[src/rtl/vga_text_render.sv]
// Text-mode pixel stage for the VGA console: maps the beam position to a text cell,
// fetches the glyph row from an external font ROM and emits RGB222 with delay-matched syncs.
module vga_text_render #(
    parameter int COL_BITS   = 4,
    parameter int ROW_BITS   = 2,
    parameter int BLINK_BITS = 5
) (
    input  logic                         clk,
    input  logic                         rst_n,
    input  logic [5:0]                   x_hi,
    input  logic [4:0]                   x_lo,
    input  logic [4:0]                   y_hi,
    input  logic [5:0]                   y_lo,
    input  logic                         hsync_in,
    input  logic                         vsync_in,
    input  logic                         blank_in,
    input  logic                         wr_en,
    input  logic [COL_BITS+ROW_BITS-1:0] wr_addr,
    input  logic [7:0]                   wr_data,
    input  logic [5:0]                   fg,
    input  logic [5:0]                   bg,
    input  logic                         cursor_en,
    input  logic [COL_BITS+ROW_BITS-1:0] cursor_addr,
    output logic [6:0]                   font_char,
    output logic [3:0]                   font_row,
    input  logic [7:0]                   font_bits,
    output logic [1:0]                   r,
    output logic [1:0]                   g,
    output logic [1:0]                   b,
    output logic                         hsync_out,
    output logic                         vsync_out
);
    localparam int AW    = COL_BITS + ROW_BITS;
    localparam int CELLS = 1 << AW;
    localparam logic [6:0] COLS_LIM = 7'(1 << COL_BITS);
    localparam logic [5:0] ROWS_LIM = 6'(1 << ROW_BITS);

    logic [7:0]            text_buf [CELLS];
    logic [AW-1:0]         rd_addr;
    logic [7:0]            code_q;
    logic [2:0]            gcol_q;
    logic                  in_win_q;
    logic                  blank_q;
    logic                  cur_hit_q;
    logic [5:0]            rgb_q;
    logic                  hs_d1, hs_d2, vs_d1, vs_d2;
    logic                  vsync_prev;
    logic [BLINK_BITS-1:0] frame_cnt;
    logic                  glyph_bit;
    logic                  blink_phase;
    logic                  pixel_on;
    logic [5:0]            rgb_next;
    logic                  unused_bits;

    // Sub-pixel bits only select within a 4x4 scaled glyph dot.
    assign unused_bits = ^{x_lo[1:0], y_lo[1:0]};

    assign rd_addr = {y_hi[ROW_BITS-1:0], x_hi[COL_BITS-1:0]};

    // Registered read sees the pre-write contents on a same-address collision.
    always_ff @(posedge clk) begin
        if (!rst_n) begin
            for (int i = 0; i < CELLS; i++) text_buf[i] <= 8'h00;
        end else if (wr_en) begin
            text_buf[wr_addr] <= wr_data;
        end
    end

    always_ff @(posedge clk) begin
        if (!rst_n) begin
            code_q    <= 8'h00;
            gcol_q    <= 3'd0;
            in_win_q  <= 1'b0;
            blank_q   <= 1'b0;
            cur_hit_q <= 1'b0;
            font_char <= 7'd0;
            font_row  <= 4'd0;
        end else begin
            code_q    <= text_buf[rd_addr];
            gcol_q    <= x_lo[4:2];
            in_win_q  <= !blank_in && ({1'b0, x_hi} < COLS_LIM) && ({1'b0, y_hi} < ROWS_LIM);
            blank_q   <= blank_in;
            cur_hit_q <= cursor_en && (rd_addr == cursor_addr);
            font_char <= text_buf[rd_addr][6:0];
            font_row  <= y_lo[5:2];
        end
    end

    assign glyph_bit   = font_bits[3'd7 - gcol_q];
    assign blink_phase = frame_cnt[BLINK_BITS-1];
    assign pixel_on    = glyph_bit ^ code_q[7] ^ (cur_hit_q & blink_phase);

    always_comb begin
        rgb_next = 6'd0;
        if (blank_q)        rgb_next = 6'd0;
        else if (!in_win_q) rgb_next = bg;
        else                rgb_next = pixel_on ? fg : bg;
    end

    always_ff @(posedge clk) begin
        if (!rst_n) begin
            rgb_q <= 6'd0;
            hs_d1 <= 1'b1;
            hs_d2 <= 1'b1;
            vs_d1 <= 1'b0;
            vs_d2 <= 1'b0;
        end else begin
            rgb_q <= rgb_next;
            hs_d1 <= hsync_in;
            hs_d2 <= hs_d1;
            vs_d1 <= vsync_in;
            vs_d2 <= vs_d1;
        end
    end

    // Frame counter advances once per vsync assertion; its MSB is the cursor blink phase.
    always_ff @(posedge clk) begin
        if (!rst_n) begin
            vsync_prev <= 1'b0;
            frame_cnt  <= '0;
        end else begin
            vsync_prev <= vsync_in;
            if (vsync_in && !vsync_prev) frame_cnt <= frame_cnt + 1'b1;
        end
    end

    assign r         = rgb_q[5:4];
    assign g         = rgb_q[3:2];
    assign b         = rgb_q[1:0];
    assign hsync_out = hs_d2;
    assign vsync_out = vs_d2;
endmodule
[config.mk]
export PLATFORM = sky130hd
export DESIGN_NAME = vga_text_render
export DESIGN_NICKNAME = d
export VERILOG_FILES = /design/src/rtl/vga_text_render.sv
export SDC_FILE = /design/constraint.sdc
export NUM_CORES = 1
export LEC_CHECK = 0
export BUFFER_PORTS_ARGS = -buffer_cell sky130_fd_sc_hd__buf_2
export CELL_PAD_IN_SITES_DETAIL_PLACEMENT = 0
export CELL_PAD_IN_SITES_GLOBAL_PLACEMENT = 2
export CORE_ASPECT_RATIO = 0.9
export CORE_MARGIN = 8
export CORE_UTILIZATION = 46
export DETAILED_ROUTE_END_ITERATION = 8
export PLACE_DENSITY_LB_ADDON = 0.1
export RECOVER_POWER = 100
export SLEW_MARGIN = 0
export SYNTH_ARGS = -nofsm -noshare
export SYNTH_HDL_FRONTEND = slang
export SYNTH_SLANG_ARGS = --single-unit
[constraint.sdc]
create_clock -name clk -period 2.57 [get_ports clk]
set_input_delay 0 -clock clk [delete_from_list [all_inputs] [get_ports clk]]
set_output_delay 0 -clock clk [all_outputs]
set_load 0.03 [all_outputs]
== After elaboration in Yosys (flattened, before gate mapping) ==
Memory sizes are Yosys's and may differ from the RTL's.
Index checks and enable logic that the tools add are counted.

* Eq/ne operators: 1
* Muxes and demuxes: 11
* $add $sub $neg: 2
* Reduce and logical (&&, ||, !) cells: 8
* Order comparisons: 3
* Bitwise logic cells: 4

{| class="wikitable"
|+ Operator list
! cell !! number
|-
| $mux 6 || 3
|-
| $mux 8 || 1
|-
| $reduce_or 8->1 || 1
|-
| $eq 6x6->1 || 1
|-
| $lt 6x5->1 const B || 1
|-
| $mux 1 || 6
|-
| $add 5x1->5 const B || 1
|-
| $lt 5x3->1 const B || 1
|-
| $logic_and 1x1->1 || 4
|-
| $lt 3x4->1 const B || 1
|-
| $bmux 1 s3 || 1
|-
| $sub 3x3->3 const A || 1
|-
| $logic_not 1->1 || 2
|-
| $reduce_or 2->1 || 1
|-
| $xor 1x1->1 || 2
|-
| $and 1x1->1 || 1
|-
| $not 1->1 || 1
|}

* Memories: 1
* Bits in writable memories: 512
* Input bits: 69
* Register bits: 40

{| class="wikitable"
|+ Memory list
! name !! words !! bits a word !! rd ports !! clocked after memory_dff !! write ports !! line !! RTL
|-
| text_buf || 64 || 8 || 1 || 0 || 64 || 38 || <nowiki>logic [7:0] text_buf [CELLS];</nowiki>
|}

== Depth between registers and ports, before layout ==
* Depth in word-level cells: 7
* Depth in mapped cells: 10
* Mapped depth without buffers: 5

== Worst setup path before layout ==
Ideal clock, no wire load.

* Path type: register to register
* From: reg gcol_q[1]
* To: reg rgb_q[0]
* Data required time: 2.450 ns
* Period minus slack after synthesis: 1.884 ns
* Arrival: 1.764 ns
* Stages on the path, launching flop included: 6
* Path slack: 0.686 ns
* Path through: dfxtp_1 mux4_2 mux2i_1 mux2i_2 mux2i_1 nor2_1

* Word-level cells in the longest chain between the ends: 7

{| class="wikitable"
|+ RTL lines
! item !! line !! RTL
|-
| start: declaration || 41 || <nowiki>logic [2:0] gcol_q;</nowiki>
|-
| start signal: assignment || 80 || <nowiki>gcol_q <= x_lo[4:2];</nowiki>
|-
| $sub 3x3->3 || 89 || <nowiki>assign glyph_bit = font_bits[3'd7 - gcol_q];</nowiki>
|-
| $bmux 1 s3 || 89 ||
|-
| $mux 1 (not written as such) || 89 ||
|-
| $xor 1x1->1 (2 in series) || 91 || <nowiki>assign pixel_on = glyph_bit ^ code_q[7] ^ (cur_hit_q & blink_phase);</nowiki>
|-
| $mux 6 || 97 || <nowiki>else rgb_next = pixel_on ? fg : bg;</nowiki>
|-
| $mux 6 || 96 || <nowiki>else if (!in_win_q) rgb_next = bg;</nowiki>
|-
| end signal: assignment || 108 || <nowiki>rgb_q <= rgb_next;</nowiki>
|-
| end: declaration || 45 || <nowiki>logic [5:0] rgb_q;</nowiki>
|}

No other way between the ends. The select of a mux whose other input is x is not followed.
A chain may end at the register's enable or synchronous reset.

==> results.cfg <==
[finish]
nNetsFinal = 1928
drive_gt1_share_pct = 17.0
n_fill_cell = 4612
postLayoutCoreUtil_pct = 52.8
area_growth_syn_to_layout_pct = 13.9
diodes = 0

[setup_path]
crit_fanout = 6
critPathBufInv = 3
cp_slowest_cell = o21ai_0
crit-reg2reg-launch = gcol_q[1]
critPathTopFamily = buffers and inverters
crit_chain = dlygate4sd3_1 > buf_2 > nand2_1 > nor2_1 > nand2_1 > o21ai_0 > clkbuf_1
cp-end-kind = flop
reg2reg_depth = 5
cp.required_ns = 2.82
worst_setup_path_start_kind = primary input
cpPeakStageDelay_ns = 0.68
cp.arrival_ns = 2.70
r2r-end = rgb_q[3]
reg2reg_slack_ns = 0.28
critPathKind = primary input to flop
cpMostUsedCell = nand2_1

[floorplan]
core_mm2 = 0.0541
die_x_um = 262
die_height_um = 237
io_pins = 88
core.rowCount = 81
initial_core_util_pct = 46.3
dieArea_mm2 = 0.0622

[grt]
antenna_found_initial = 0
grt_pass1_vias = 14743
gr-total-overflow = 0
grt_pass1_wl_um = 101000
grt_usage_pct = 22.3
grt_max_degree = 66

[outcome]
outcome = completed

[clocking]
cts_tree = built
numCtsBuffers = 57
post-cts-setup-buffers = 0
worst_skew_pair.late_latency_ns = 0.61
clk_path_buf_depth = 3
cts.sinks = 545
cts_max_level = 2
cts.root.buffer_cell = clkbuf_16
cts_resized = 0
clkTransAtPathRegs_ns = 0.06

[sta]
setup-violations-final = 0
fin_ws_ns = 0.124
fmax_ghz = 0.409
period_minus_slack_ns = 2.45
rsz0062_at_grt = false
skew_ns = 0.0165
slew_viol_final = 0
slew_headroom_pct = 13.5
fin_tns_setup_ns = 0
tightest_slew_ns = 1.28
hold_viol = 0
finalCritPeriodShare_pct = 95.2

[synthesis]
synth_cell_type_count = 51
yosys_warnings = 0
synth.avg_cell_area_um2 = 14.9
syn-num-nets = 1757
synth_edf_count = 512
synth_area_mm2 = 0.0251
async_flop_share_pct = 0
synthCells = 1687
ys.flop_type = edfxtp_1
ys_seq_area_share_pct = 64.0
ys_seq_elements = 545

[power]
cellLeakagePower_nw = 9.56
peakVddDrop_v = 0.000473
power_density_mw_per_mm2 = 695

[drt]
route.detailed.wl_per_inst_um = 26.5
detail-route-antenna-nets = 0
drt-initial-drc-count = 1087
vias = 14616
drcViolationCount = 0
wl_um = 69300
vias_per_cell = 5.60
dr.pass1.iters = 5

[hold_path]
hp-start = wr_data[2]
holdPathEnd = text_buf[21][2]
hp-class = primary input to flop
min_delay_path_depth = 2

[place]
place_hpwl_um = 46700
io_buffer_count = 83
place_worst_setup_slack_ns = 0.190
globalplace.congestion = 0.824

[job]
drv_cap = 0
## synthesized netlist by cell type (11+ instances only)
master	n	area [um^2]
o22ai_1	14	87.6
mux4_2	114	2570
nand2b_1	17	106
o21ai_0	72	360
mux4_1	16	420
dfxtp_1	33	661
clkbuf_1	84	315
nand2_1	23	86.3
buf_1	11	41.3
edfxtp_1	512	15400
buf_4	14	105
mux2i_1	18	180
buf_2	13	65.1
and2_1	526	3290
nor2_1	88	330
## placed cells by master (no fill, tap or decap), types with 9 or more instances in the layout
cell           instances
and2_0               298
and2_1               228
buf_2                 60
buf_4                 50
clkbuf_1             110
clkbuf_16             59
clkinv_1               9
clkinv_2              11
dfxtp_1               33
dlygate4sd3_1         37
edfxtp_1             512
mux2_2                10
mux2i_1               19
mux4_1                16
mux4_2               114
nand2_1               23
nand2b_1              17
nor2_1                88
nor2b_1               10
o21ai_0               71
o221ai_1              10
o22ai_1               14
## power by group
part           internal (mW)  switching [mW]  total, mW
sequential              10.2           0.155       10.3
combinational          0.629            1.00       1.63
clock                   4.46            3.44       7.91
total                   15.2            4.60       19.8
## routing by layer
metal,share of wire [%],global-route usage [%],vias to the layer above
li1,-,-,6566
met1,45,32.7,7542
met2,47,35.6,423
met3,5.6,3.11,85
met4,1.8,4.78,0
met5,0,0,-
## logic make-up (layout without fill, tap and decap cells)
kind of cell	count (synthesis)	in the layout	synth area share [%]
compound gates	133	133	3.29
xor+xnor	10	10	0.349
fa+ha+maj	1	1	0.0499
buf+inv	135	353	2.73
flops	545	545	64.0
mux	159	159	13.1
simple gates	704	704	16.5
## sequential cells by signal, indices dropped and copies added, names as in the netlist, 2 cells and up
register / count
frame_cnt: 5
code_q: 2
gcol_q: 3
rgb_q: 6
text_buf: 512
font_char: 6
font_row: 4
## metrics by stage
stage          area [um^2]  power, mW  std cells  hold WS (ns)
6_report             28600       19.8       2610        0.0665
5_1_grt              28600       20.4       2610        0.0948
4_1_cts              28800       20.1       2609        0.0475
3_5_place_dp         26700       12.1       2466         0.196
3_3_place_gp         26700       12.1       2466         0.184
2_1_floorplan        25100       11.4       1687         0.101
## area by class of cell
cell class              count  area, um^2  area share [%]
clock buffers              82        1580            5.54
flip-flops and latches    545       16000            56.2
inverters                   1        3.75          0.0131
multi-input cells        1007        8350            29.2
well taps                 705         882            3.09
clock inverters            24         170           0.596
repair buffers            246        1530            5.37
## how the worst max path moves through the flow
stage | from | to | slack [ns] | cells after the start
final | rst_n | text_buf[40][3] | 0.12 | 7
after global routing | rst_n | text_buf[32][4] | 0.08 | 8
after CTS | rst_n | text_buf[4][6] | 0.24 | 6
after detailed placement | wr_addr[5] | text_buf[34][0] | 0.19 | 7
after global placement | rst_n | text_buf[49][0] | 0.19 | 5
after floorplan | gcol_q[1] | rgb_q[0] | 0.69 | 5
## timing repair
item	in CTS	in global routing
endpoints found under the hold margin	69	0
hold buffers	37	0
setup endpoints to repair	0	0
Power figures use the tool's default switching activity.
